$ cat src/rtl/hw1_tt_scanner.sv
// hw1_tt_scanner
//   Walks a 4-input combinational function through all 16 input points.
//   It captures the full truth table and streams out every minterm index
//   whose function value equals a target value latched at start.
//
// Ports
//   clk          single clock; all state changes on its rising edge
//   rst          asynchronous, active-high reset
//   start        scan request, sampled only while idle
//   want         target function value, latched when start is accepted
//   a, b, c, d   registered stimulus to the external function, {a,b,c,d} = idx
//   f            function value returned for the driven a..d
//   m_valid      a matching minterm index is presented on m_index
//   m_ready      consumer accepts m_index
//   m_index      matching minterm index
//   busy         high while evaluating or emitting
//   done         one-cycle pulse when a scan completes
//   truth_table  captured truth table, bit i = f at idx i. The name is not
//                "table" because that word is a reserved keyword.
//   count        number of matches in the current or last scan (0..16)
//   dbg_state    current FSM state: 0 idle, 1 eval, 2 emit, 3 done
//
// Handshake: the match stream uses valid/ready. While m_valid is high,
// m_index stays stable until the first rising edge that sees m_valid and
// m_ready both high, which is the transfer. The consumer may hold m_ready
// low for any number of cycles; no timeout applies. m_ready has no effect
// while m_valid is low.
module hw1_tt_scanner (
  input  logic        clk,
  input  logic        rst,
  input  logic        start,
  input  logic        want,
  output logic        a,
  output logic        b,
  output logic        c,
  output logic        d,
  input  logic        f,
  output logic        m_valid,
  input  logic        m_ready,
  output logic [3:0]  m_index,
  output logic        busy,
  output logic        done,
  output logic [15:0] truth_table,
  output logic [4:0]  count,
  output logic [1:0]  dbg_state
);

  typedef enum logic [1:0] {
    S_IDLE = 2'd0,
    S_EVAL = 2'd1,
    S_EMIT = 2'd2,
    S_DONE = 2'd3
  } state_t;

  state_t      state, state_n;
  logic [3:0]  idx, idx_n;
  logic        want_q, want_n;
  logic [3:0]  m_index_n;
  logic [15:0] table_n;
  logic [4:0]  count_n;

  always_ff @(posedge clk or posedge rst) begin
    if (rst) begin
      state       <= S_IDLE;
      idx         <= 4'd0;
      want_q      <= 1'b0;
      m_index     <= 4'd0;
      truth_table <= 16'd0;
      count       <= 5'd0;
    end else begin
      state       <= state_n;
      idx         <= idx_n;
      want_q      <= want_n;
      m_index     <= m_index_n;
      truth_table <= table_n;
      count       <= count_n;
    end
  end

  always_comb begin
    state_n   = state;
    idx_n     = idx;
    want_n    = want_q;
    m_index_n = m_index;
    table_n   = truth_table;
    count_n   = count;
    case (state)
      S_IDLE: begin
        if (start) begin
          idx_n   = 4'd0;
          table_n = 16'd0;
          count_n = 5'd0;
          want_n  = want;
          state_n = S_EVAL;
        end
      end
      S_EVAL: begin
        table_n[idx] = f;
        if (f == want_q) begin
          // idx is held so a..d stay on the matching point while it is emitted.
          m_index_n = idx;
          count_n   = count + 5'd1;
          state_n   = S_EMIT;
        end else if (idx == 4'd15) begin
          state_n = S_DONE;
        end else begin
          idx_n = idx + 4'd1;
        end
      end
      S_EMIT: begin
        if (m_ready) begin
          if (idx == 4'd15) begin
            state_n = S_DONE;
          end else begin
            idx_n   = idx + 4'd1;
            state_n = S_EVAL;
          end
        end
      end
      S_DONE: begin
        state_n = S_IDLE;
      end
      default: begin
        state_n = S_IDLE;
      end
    endcase
  end

  // The stimulus is the idx register itself, so it is glitch-free and stable
  // for the whole evaluation cycle.
  assign {a, b, c, d} = idx;

  // Moore outputs decoded from the state register.
  assign m_valid   = (state == S_EMIT);
  assign busy      = (state == S_EVAL) || (state == S_EMIT);
  assign done      = (state == S_DONE);
  assign dbg_state = state;

endmodule

$ cat config.mk
export PLATFORM = sky130hd
export DESIGN_NAME = hw1_tt_scanner
export DESIGN_NICKNAME = d
export VERILOG_FILES = /design/src/rtl/hw1_tt_scanner.sv
export SDC_FILE = /design/constraint.sdc
export NUM_CORES = 1
export LEC_CHECK = 0
export ABC_AREA = 1
export CAP_MARGIN = 20
export CORE_MARGIN = 1.5
export CORE_UTILIZATION = 35
export DETAILED_ROUTE_END_ITERATION = 12
export PLACE_DENSITY = 0.61
export SLEW_MARGIN = 20
export SYNTH_ARGS = -nofsm -noshare
export SYNTH_HDL_FRONTEND = slang
export SYNTH_SLANG_ARGS = --single-unit
$ cat constraint.sdc
create_clock -name clk -period 1.6 [get_ports clk]
set_input_delay 0.16 -clock clk [delete_from_list [all_inputs] [get_ports clk]]
set_output_delay 0.16 -clock clk [all_outputs]
set_load 0.05 [all_outputs]
After elaboration in Yosys (flattened, before gate mapping)
Cells that the tools add are included.
{ "classes": {"n_eq_ne": 10, "reduce_logical": 11, "muxes": 19, "n_addsub": 2, "magnitude_cmp": 2} }
{ "ops": {"columns": ["operator", "count"], "rows": [
  ["one-hot mux 16 bit (2 select lines)", 1],
  ["bitwise mux 16 bit", 1],
  ["two-way mux 16 bit", 1],
  ["two-way mux 4 bit", 4],
  ["one-hot mux 4 bit (3 select lines)", 1],
  ["two-way mux 2 bit", 5],
  ["two-way mux 5 bit", 2],
  ["one-hot mux 5 bit (2 select lines)", 1],
  ["one-hot mux 2 bit (4 select lines)", 1],
  ["!= test 2 bit (second input constant)", 3],
  ["AND reduction 2 bit", 3],
  ["AND reduction 3 bit", 2],
  ["adder 5 x 1 -> 5 bit (second input constant)", 1],
  ["less-than comparator 4 x 5 -> 1 bit (second input constant)", 1],
  ["adder 4 x 1 -> 4 bit (second input constant)", 1],
  ["demux 1 bit (select 4 bit)", 1],
  ["equality test 2 bit (second input constant)", 2],
  ["equality test 4 bit (second input constant)", 1],
  ["greater-or-equal comparator 4 x 1 -> 1 bit (second input constant)", 1],
  ["AND reduction 4 bit", 1],
  ["!= test 3 bit (second input constant)", 1],
  ["nonzero test 3 bit", 1],
  ["equality test 2 x 1 -> 1 bit (second input constant)", 1],
  ["logical NOT 2 bit", 1],
  ["6 further kinds", 6]
]} }
{ "totals": {"in_bits": 6, "reg_bits": 32, "elab_cells": 50, "out_inout_bits": 34} }

Logic depth before layout (Yosys ltp)
Gate-level depths: netlist of the first run.
{ "depth": {"ltp_word": 6, "ltp_mapped": 9, "depth_no_buf": 9} }

Worst setup path after synthesis of the first run
Ideal clock, no wire load.
{ "synth_path": {"path_type": "flip-flop to flip-flop", "start": "register state[1], in the netlist dbg_state[1]", "end": "register idx[0]", "synth_period_minus_slack_ps": 2040, "stages_incl_launch_ff": 7, "n_path_buf": 0, "arrival_time_ps": 1974, "setup_time_ps": 66, "path_slack_ps": -440, "cell_sequence": "dfrtp_1 inv_1 ha_1 nand4_1 nand3_1 nand2_1 nand2_1"} }
{ "synth_between": {"elab_chain_cells": 3, "word_cells_on_any_way": 9, "cone_classes": "eq/ne: 5; mux: 1; reduce/logical: 3"} }
{ "synth_rtl": {"columns": ["element", "line", "source"], "rows": [
  ["start: declaration", "55", "state_t state, state_n;"],
  ["start signal: assignment", "71", "state <= state_n;"],
  ["equality test 2 x 1 -> 1 bit (tied with other cells)", "87", "case (state)"],
  ["!= test 2 bit (no line) (tied with other cells)", null, null],
  ["AND reduction 4 bit (no line)", null, null],
  ["end signal: assignment", "72", "idx <= idx_n;"],
  ["end: declaration", "56", "logic [3:0] idx, idx_n;"]
]} }
Several ways; a longest one is shown, not always the timed one.
A chain may end at the register's enable or synchronous reset.

Final worst setup path of the first run
{ "layout_path": {"start": "register state[0], in the netlist dbg_state[0]", "end": "register truth_table[2]"} }
{ "layout_between": {"elab_chain_cells": 3, "word_cells_on_any_way": 6, "cone_classes": "eq/ne: 2; mux: 1; reduce/logical: 3"} }
{ "layout_rtl": {"columns": ["element", "line", "source"], "rows": [
  ["equality test 2 x 1 -> 1 bit / logical NOT 2 bit (equally long branches)", "87", null],
  ["nonzero test 2 bit (no line) / != test 2 bit (equally long branches)", null, null],
  ["AND reduction 2 bit (no line)", null, null],
  ["end signal: assignment", "75", "truth_table <= table_n;"],
  ["end: declaration", "43", "output logic [15:0] truth_table,"]
]} }
Several ways; a longest one is shown, not always the timed one.

==> impl_metrics.env, run 1 <==
export IMPL_die_h_um=74.5
export IMPL_synth_top_cell_by_area="dfrtp_1"
export IMPL_fillCellCount=505
export IMPL_cp_start_kind="flip-flop"
export IMPL_setup_viol=0
export IMPL_cp_top_family="flip-flops"
export IMPL_final_common_cell="nand2_1"
export IMPL_core_area_mm2=0.00482
export IMPL_wl_um=4000
export IMPL_grt_max_degree=33
export IMPL_ir_drop_v=0.000941
export IMPL_multiInputGateArea_um2=857
export IMPL_path_max_fanout=12
export IMPL_ys_seq_area_share_pct=44.8
export IMPL_use_met1_pct=22.2
export IMPL_dr_pass1_iters=4
export IMPL_worstSetupPathType="flip-flop to flip-flop"
export IMPL_power_switching_mw=2.16
export IMPL_dr_first_iter_drc_count=67
export IMPL_p_total_mw=4.42
export IMPL_max_stage_delay_ps=430
export IMPL_r2r_start="dbg_state[0]"
export IMPL_fp_row_count=25
export IMPL_grt_busiest_layer="met2"
export IMPL_path_buf_inv=2
export IMPL_p_int_mw=2.26
export IMPL_register_area_um2=803
export IMPL_slowest_stage="dfrtp_2"
export IMPL_die_w_um=74.5
export IMPL_period_needed_ps=1450
export IMPL_skew_ps=1.18
export IMPL_final_max_slew_viol_count=0
export IMPL_final_cell_mix="nand2_1 (70), buf_4 (39), inv_1 (34), dfrtp_1 (30), nand3_1 (21)"
export IMPL_start_util_pct=37.1
export IMPL_clk_latency_ps=290
export IMPL_viasPerCell=4.56
export IMPL_hp_class="input pin to asynchronous set/reset pin"
export IMPL_boundaryPins=40
export IMPL_cellLeakagePower_nw=1.30
export IMPL_tightest_slew_ps=417
export IMPL_cts_hold_fix_buffers=0
export IMPL_diodes=0
export IMPL_drt_antenna_violating_nets=0
export IMPL_required_ps=1770
export IMPL_grt_util_all_layers_pct=16.5
export IMPL_clkPwrFrac_pct=14.6
export IMPL_dr_total_vias=1633
export IMPL_arrival_ps=1630
export IMPL_slew_headroom_pct=72.2
export IMPL_routabilityCongestion=0.806
export IMPL_cp_startpoint="dbg_state[0]"
export IMPL_finalCritPeriodShare_pct=90.9
export IMPL_clockBufferDepth=2
export IMPL_grt_overflow_total=0
export IMPL_ys_warn_count=0
export IMPL_port_buffers=39
export IMPL_maxCapViolCount=0
export IMPL_remaining_drc_errors=0
export IMPL_area_growth_pct=36.3
export IMPL_rsz0062_at_grt="no"
export IMPL_nNetsFinal=305
export IMPL_power_frac_seq_pct=25.4
export IMPL_ys_ff_latch=32
export IMPL_dpl_hpwl_um=2920
export IMPL_synth_top_area_share_pct=44.8
export IMPL_htree_levels=2
export IMPL_avgSynthCellArea_um2=7.49
export IMPL_synth_area_mm2=0.00179
export IMPL_fmax_ghz=0.688
export IMPL_dieArea_mm2=0.00555
export IMPL_status="finished clean"
export IMPL_sw_frac_of_total_pct=48.9
export IMPL_tritoncts="built"
export IMPL_drive_above_1_share_pct=23.4
export IMPL_cts_sinks=32
export IMPL_use_met3_pct=4.61
export IMPL_hold_violations=0
export IMPL_antenna_found_initial=0
export IMPL_gr_usage_met2_pct=25.0
export IMPL_ys_types=21
export IMPL_worstPathCellList="inv_2 > ha_4 > nand2_1 > o21ai_4 > buf_4 > o21ai_0 > nand2_1"
export IMPL_yosys_top_cells_area="dfrtp_1 (45%), nand2_1 (15%), inv_1 (7.6%), ha_1 (6.3%), nand3_1 (6.2%)"
export IMPL_synth_nets=254
export IMPL_cts_buffers=5
export IMPL_grt_pass1_vias=1554
export IMPL_crit_top_cell="nand2_1"
export IMPL_cp_end_kind="flip-flop"
export IMPL_clk_pin_slew_ps=70
export IMPL_combPwrFrac_pct=60.0
export IMPL_wire_per_inst_um=11.2
export IMPL_syn_inst=239
export IMPL_root_buffer="clkbuf_8"
export IMPL_timing_setup_tns_ps=0
export IMPL_pwr_density_cell_mw_per_mm2=1810
export IMPL_grt_first_pass_wirelength_um=6920
[state kept, by name, indices dropped and copies added, names as in the netlist]
name	cells
truth_table	16
count	5
idx	4
m_index	4
dbg_state	2
want_q	1
[metrics by stage]
| stage | hold slack (ps) | area, um2 | utilization (%) | worst slack [ps] | std cells |
|---|---|---|---|---|---|
| 2_1_floorplan | 276 | 1830 | - | 7.03 | 239 |
| 3_3_place_gp | 459 | 2320 | 48.1 | 102 | 349 |
| 3_5_place_dp | 465 | 2320 | 48.1 | 93.1 | 349 |
| 4_1_cts | 264 | 2410 | 50.1 | 83.6 | 357 |
| 5_1_grt | 326 | 2440 | 50.6 | 14.5 | 358 |
| 6_report | 259 | 2440 | 50.6 | 146 | 358 |
[synth_stat cells (all sizes together)]
| cell | count |
|---|---|
| nand2 | 71 |
| nand4 | 6 |
| inv | 37 |
| nand3 | 22 |
| buf | 5 |
| dfrtp | 32 |
| or2 | 1 |
| nor2 | 12 |
| o21ai | 27 |
| a21oi | 14 |
| clkbuf | 1 |
| ha | 9 |
| o21bai | 1 |
| nor3b | 1 |
[power by group through the flow]
stage,sequential (mW),clock (mW),combinational [mW]
finish,1.12,0.645,2.65
global route,1.15,0.712,2.93
CTS,1.12,0.680,2.63
detailed placement,1.14,0,2.61
global placement,1.14,0,2.61
floorplan,1.58,0,1.37
[routing by layer]
layer	wire (um)	vias to the layer above
li1	-	865
met1	2000	733
met2	1770	28
met3	163	7
met4	63	0
met5	0	-
[repair_timing]
action / 4_1_cts / 5_1_grt
gates resized for setup: 0 / 3
setup buffers: 0 / 1
hold endpoints to repair: 0 / 0
setup endpoints to repair: 0 / 7
[worst register-to-register path, cell delays in order, from the launching register on]
cell     delay [ps]
dfrtp_2         430
inv_2            90
ha_4            180
nand2_1         130
o21ai_4         100
buf_4           180
o21ai_0         170
nand2_1          70
[cell families after synthesis]
| kind of cell | after synthesis | share of synthesized area, % |
|---|---|---|
| fa+ha+maj | 9 | 6.29 |
| buf+inv | 43 | 9.86 |
| compound gates | 42 | 12.1 |
| simple gates | 113 | 27.0 |
| flops | 32 | 44.8 |
[final cells by class]
type / count / area share (%)
clock buffers: 6 / 3.39
clock inverters: 2 / 0.410
inverters: 37 / 5.70
multi-input cells: 164 / 35.1
flip-flops and latches: 32 / 32.9
well taps: 67 / 3.44
repair buffers: 50 / 19.0
[path summary, 6_finish.rpt]
path                       slack (ps)  cells past startpoint               to
max                               150                      7   truth_table[2]
min                               260                      3         count[4]
max reg2reg                       150                      7   truth_table[2]
min reg2reg                       480                      2  truth_table[12]
max in group asynchronous        1020                      3     dbg_state[1]
min in group clk                  460                      3           want_q
No activity file was read; power rests on OpenSTA's default activity.
==> run 2, diff against run 1 <==
- PLACE_DENSITY: 0.61 -> 0.63
- clock period: 1.6 -> 1.3 ns (I/O delays scaled with it)
==> run 2 against run 1 <==
Net effect: the flow now finishes with violations (negative setup slack); sequential power rose by 31%; first-iteration DRC count up 24%; register-to-register slack got worse by 330 ps; combinational power increased by 90%; cell count increased by 9.5%; largest power group unchanged.
==> impl_metrics.env, run 2 (synthesis gave the netlist of run 1 again) <==
export IMPL_final_max_slew_viol_count=0
export IMPL_timing_setup_tns_ps=-4020
export IMPL_maxCapViolCount=0
export IMPL_grt_pass1_vias=1921
export IMPL_clockBufferDepth=2
export IMPL_sw_frac_of_total_pct=44.3
export IMPL_rsz0062_at_grt="yes"
export IMPL_nNetsFinal=339
export IMPL_clk_latency_ps=290
export IMPL_cts_hold_fix_buffers=0
export IMPL_boundaryPins=40
export IMPL_grt_first_pass_wirelength_um=8850
export IMPL_finalCoreUtilization_pct=69.6
export IMPL_slowest_stage="dfrtp_4"
export IMPL_hp_class="input pin to asynchronous set/reset pin"
export IMPL_area_growth_pct=87.4
export IMPL_top_register="truth_table"
export IMPL_fillCellCount=358
export IMPL_cp_end_kind="output port"
export IMPL_arrival_ps=1390
export IMPL_dr_total_vias=1853
export IMPL_drt_antenna_violating_nets=0
export IMPL_combPwrFrac_pct=66.5
export IMPL_clk_pin_slew_ps=70
export IMPL_worstPathCellList="inv_4 > ha_4 > buf_6 > buf_12"
export IMPL_power_frac_seq_pct=19.5
export IMPL_pwr_density_cell_mw_per_mm2=2260
export IMPL_grt_max_degree=33
export IMPL_required_ps=1170
export IMPL_dr_first_iter_drc_count=83
export IMPL_status="finished, violations left"
export IMPL_root_buffer="clkbuf_8"
export IMPL_cts_buffers=5
export IMPL_wl_um=5090
export IMPL_skew_ps=4.70
export IMPL_routabilityCongestion=0.780
export IMPL_core_area_mm2=0.00482
export IMPL_fp_row_count=25
export IMPL_hold_violations=0
export IMPL_dieArea_mm2=0.00555
export IMPL_power_switching_mw=3.35
export IMPL_start_util_pct=37.1
export IMPL_largest_reg_flops=16
export IMPL_setup_viol=32
export IMPL_ir_drop_v=0.00243
export IMPL_p_int_mw=4.22
export IMPL_fin_ws_ps=-220
export IMPL_finalCritPeriodShare_pct=117
export IMPL_tightest_slew_ps=280
export IMPL_antenna_found_initial=0
export IMPL_slew_headroom_pct=81.3
export IMPL_viasPerCell=4.73
export IMPL_remaining_drc_errors=0
export IMPL_cp_start_kind="flip-flop"
export IMPL_port_buffers=39
export IMPL_diodes=0
export IMPL_wire_per_inst_um=13.0
export IMPL_placed_area_mm2=0.00295
export IMPL_grt_util_all_layers_pct=20.9
export IMPL_clkPwrFrac_pct=14.0
export IMPL_worstSetupPathType="flip-flop to output port"
export IMPL_dr_pass1_iters=4
export IMPL_cts_sinks=32
export IMPL_die_w_um=74.5
export IMPL_die_h_um=74.5
export IMPL_period_needed_ps=1520
export IMPL_final_cell_mix="nand2_1 (47), buf_12 (35), inv_1 (33), buf_4 (30), dfrtp_1 (25)"
export IMPL_htree_levels=2
export IMPL_max_stage_delay_ps=530
export IMPL_cellLeakagePower_nw=1.63
export IMPL_fmax_ghz=0.658
export IMPL_grt_overflow_total=0
export IMPL_violations="negative setup slack"
export IMPL_drive_above_1_share_pct=44.6
export IMPL_final_area_mm2=0.00335
export IMPL_path_max_fanout=4
export IMPL_reg_top3="truth_table x16, count x5"
export IMPL_tritoncts="built"
export IMPL_dpl_hpwl_um=3470
export IMPL_final_common_cell="nand2_1"
==> run 2: final timing paths <==
check                                   from        endpoint  slack, ps  cells after the start
worst max-delay path            dbg_state[1]            busy       -220                      4
worst min-delay path                     rst      m_index[1]        170                      3
worst min register to register        want_q          want_q        550                      2
worst max register to register  dbg_state[0]  truth_table[4]       -180                      6
max in group asynchronous                rst          idx[2]        930                      3
min in group clk                        want          want_q        430                      3
==> run 2: stage by stage <==
step / total power, mW / setup WS, ps / instances / hold slack, ps
detailed placement: 5.74 / -217 / 372 / 493
finish: 7.57 / -220 / 392 / 167
global placement: 5.66 / -159 / 372 / 488
floorplan: 3.89 / -211 / 239 / 246
CTS: 7.25 / -212 / 389 / 183
global route: 8.00 / -241 / 392 / 217
==> run 2: per-layer routing <==
metal	GRT usage (%)	routed length (um)	vias to the layer above
li1	-	-	929
met1	26.7	2170	873
met2	34.7	2670	44
met3	4.61	199	7
met4	7.88	46	0
met5	0	0	-
==> run 2: final cells by class <==
| type | instances | area, um2 | share of cell area (%) |
|---|---|---|---|
| clock inverters | 1 | 30.0 | 0.896 |
| flip-flops and latches | 32 | 815 | 24.3 |
| repair buffers | 84 | 1130 | 33.8 |
| clock buffers | 7 | 96.3 | 2.87 |
| inverters | 37 | 151 | 4.51 |
| multi-input cells | 164 | 1040 | 31.1 |
| well taps | 67 | 83.8 | 2.50 |
==> run 2: worst max-delay path, delay by kind of cell (launching register included) <==
kind	cells	cell delay, ps
fa+ha+maj	1	220
buf+inv	3	360
flops	1	530
==> run 2: what timing repair did <==
item / 4_1_cts / 5_1_grt
resized for setup: 36 / 29
setup endpoints to repair: 30 / 38
cloned: 0 / 0
pin swaps: 10 / 10
buffers inserted: 9 / 4
==> run 2: power by group through the flow <==
| stage | Combinational (mW) | Sequential [mW] | Clock (mW) |
|---|---|---|---|
| global placement | 4.20 | 1.46 | 0 |
| global route | 5.39 | 1.50 | 1.11 |
| CTS | 4.71 | 1.46 | 1.08 |
| floorplan | 1.90 | 1.98 | 0 |
| detailed placement | 4.26 | 1.47 | 0 |
| finish | 5.04 | 1.47 | 1.06 |
==> run 3, diff against run 2 <==
- GPL_ROUTABILITY_DRIVEN: not set -> 0
- PLACE_DENSITY: 0.63 -> 0.61
- clock period: 1.3 -> 1.5 ns (I/O delays scaled with it)
==> run 3 against run 2 <==
Net effect: the flow now finishes without violations; sequential share of layout area rose by 6.6 points; combinational power fell by 36%; utilization fell by 15 points; worst hold slack got worse by 63 ps; sequential power fell by 18%; cell count fell by 7.1%; clock power fell by 31%; flip-flop and latch count did not move; highest routed layer unchanged.
==> impl_metrics.env, run 3 (synthesis gave the netlist of run 1 again) <==
export IMPL_status="finished clean"
export IMPL_nNetsFinal=311
export IMPL_p_total_mw=5.14
export IMPL_cp_top_family="flip-flops"
export IMPL_rrSetupSlack_ps=60
export IMPL_hold_violations=0
export IMPL_grt_pass1_vias=1604
export IMPL_final_common_cell="nand2_1"
export IMPL_multiInputGateArea_um2=900
export IMPL_dr_pass1_iters=4
export IMPL_top_register="truth_table"
export IMPL_drt_antenna_violating_nets=0
export IMPL_slew_headroom_pct=78.1
export IMPL_cp_end_kind="output port"
export IMPL_largest_reg_flops=16
export IMPL_p_int_mw=2.73
export IMPL_r2r_end="truth_table[5]"
export IMPL_register_area_um2=808
export IMPL_whs_ps=104
export IMPL_cp_startpoint="dbg_state[1]"
export IMPL_diodes=0
export IMPL_dpl_hpwl_um=3290
export IMPL_arrival_ps=1300
export IMPL_wire_per_inst_um=11.8
export IMPL_root_buffer="clkbuf_8"
export IMPL_r2r_start="dbg_state[1]"
export IMPL_pwr_density_cell_mw_per_mm2=1970
export IMPL_clockBufferDepth=2
export IMPL_worstPathCellList="buf_4 > ha_4 > buf_12"
export IMPL_viasPerCell=4.58
export IMPL_clk_latency_ps=280
export IMPL_path_buf_inv=2
export IMPL_grt_first_pass_wirelength_um=7170
export IMPL_die_h_um=74.5
export IMPL_port_buffers=39
export IMPL_grt_max_degree=17
export IMPL_skew_ps=6.73
export IMPL_dr_first_iter_drc_count=117
export IMPL_required_ps=1350
export IMPL_htree_levels=2
export IMPL_dieArea_mm2=0.00555
export IMPL_setup_viol=0
export IMPL_clk_pin_slew_ps=70
export IMPL_fin_cells=364
export IMPL_finalCritPeriodShare_pct=96.6
export IMPL_antenna_found_initial=0
export IMPL_boundaryPins=40
export IMPL_remaining_drc_errors=0
export IMPL_rsz0062_at_grt="yes"
export IMPL_core_area_mm2=0.00482
export IMPL_combPwrFrac_pct=62.4
export IMPL_final_max_slew_viol_count=0
export IMPL_area_growth_pct=46.0
export IMPL_slowest_stage="dfrtp_4"
export IMPL_clkPwrFrac_pct=14.2
export IMPL_worstSetupPathType="flip-flop to output port"
export IMPL_start_util_pct=37.1
export IMPL_cts_buffers=5
export IMPL_max_stage_delay_ps=520
export IMPL_hp_class="input pin to asynchronous set/reset pin"
export IMPL_cp_start_kind="flip-flop"
export IMPL_path_max_fanout=6
export IMPL_fillCellCount=501
export IMPL_tightest_slew_ps=328
export IMPL_final_cell_mix="nand2_1 (68), buf_4 (39), inv_1 (33), dfrtp_1 (28), nand3_1 (21)"
export IMPL_reg_top3="truth_table x16, count x5"
export IMPL_die_w_um=74.5
export IMPL_grt_util_all_layers_pct=16.9
export IMPL_place_inst=354
export IMPL_cts_hold_fix_buffers=0
export IMPL_cellLeakagePower_nw=1.35
export IMPL_wl_um=4290
export IMPL_dr_total_vias=1668
export IMPL_tritoncts="built"
export IMPL_grt_overflow_total=0
export IMPL_ir_drop_v=0.00187
export IMPL_fp_row_count=25
export IMPL_drive_above_1_share_pct=27.3
export IMPL_power_frac_seq_pct=23.4
export IMPL_period_needed_ps=1450
export IMPL_power_switching_mw=2.42
export IMPL_sw_frac_of_total_pct=47.0
export IMPL_r2r_cells=7
export IMPL_maxCapViolCount=0
export IMPL_fmax_ghz=0.690
export IMPL_cts_sinks=32
run 3: timing repair:
action / in CTS / in global routing
resized for setup: 0 / 11
hold endpoints to repair: 0 / 0
endpoints found under the setup margin: 0 / 19
buffers inserted: 0 / 2
run 3: power by group through the flow:
stage,clock network (mW),registers [mW],logic (mW)
6_report,0.729,1.21,3.21
5_1_grt,0.786,1.24,3.49
4_1_cts,0.753,1.21,3.09
3_5_place_dp,0,1.22,3.07
3_3_place_gp,0,1.23,3.05
2_1_floorplan,0,1.71,1.51
run 3: layout make-up:
class / count / area share (%)
inverter: 37 / 5.60
sequential: 32 / 30.9
clock buffer: 8 / 3.83
multi-input combinational: 164 / 34.4
tap: 67 / 3.21
timing repair buffer: 56 / 22.0
run 3: worst max path at each step:
stage                            to  slack, ps  depth (start not counted)
floorplan                    idx[3]        -60                          7
global placement     truth_table[1]         80                          6
detailed placement   truth_table[2]         70                          6
CTS                            done         20                          3
global route        truth_table[11]         -3                          8
finish                         done         50                          3
run 3: routing by layer:
metal	track usage, %	vias to the layer above	share of wire, %
li1	-	877	-
met4	6.06	0	1.6
met1	22.8	747	48
met3	4.47	6	4.9
met2	26.4	38	45
met5	0	-	0
run 3: metrics by stage:
step / util, % / cell area, um2 / setup slack, ps / TNS [ps]
finish: 54.2 / 2610 / 50.4 / 0
global route: 54.2 / 2610 / -3.45 / -3.45
CTS: 53.2 / 2560 / 17.2 / 0
detailed placement: 51.1 / 2460 / 66.6 / 0
global placement: 51.1 / 2460 / 82.6 / 0
floorplan: - / 1860 / -62.1 / -166
run 3: worst register-to-register path: stages, from the launching register on:
cell and delay (ps):
dfrtp_4 520, inv_4 100, ha_4 170, nand2_2 90, o21ai_4 110, buf_6 180, a21oi_1 50, o21ai_0 140
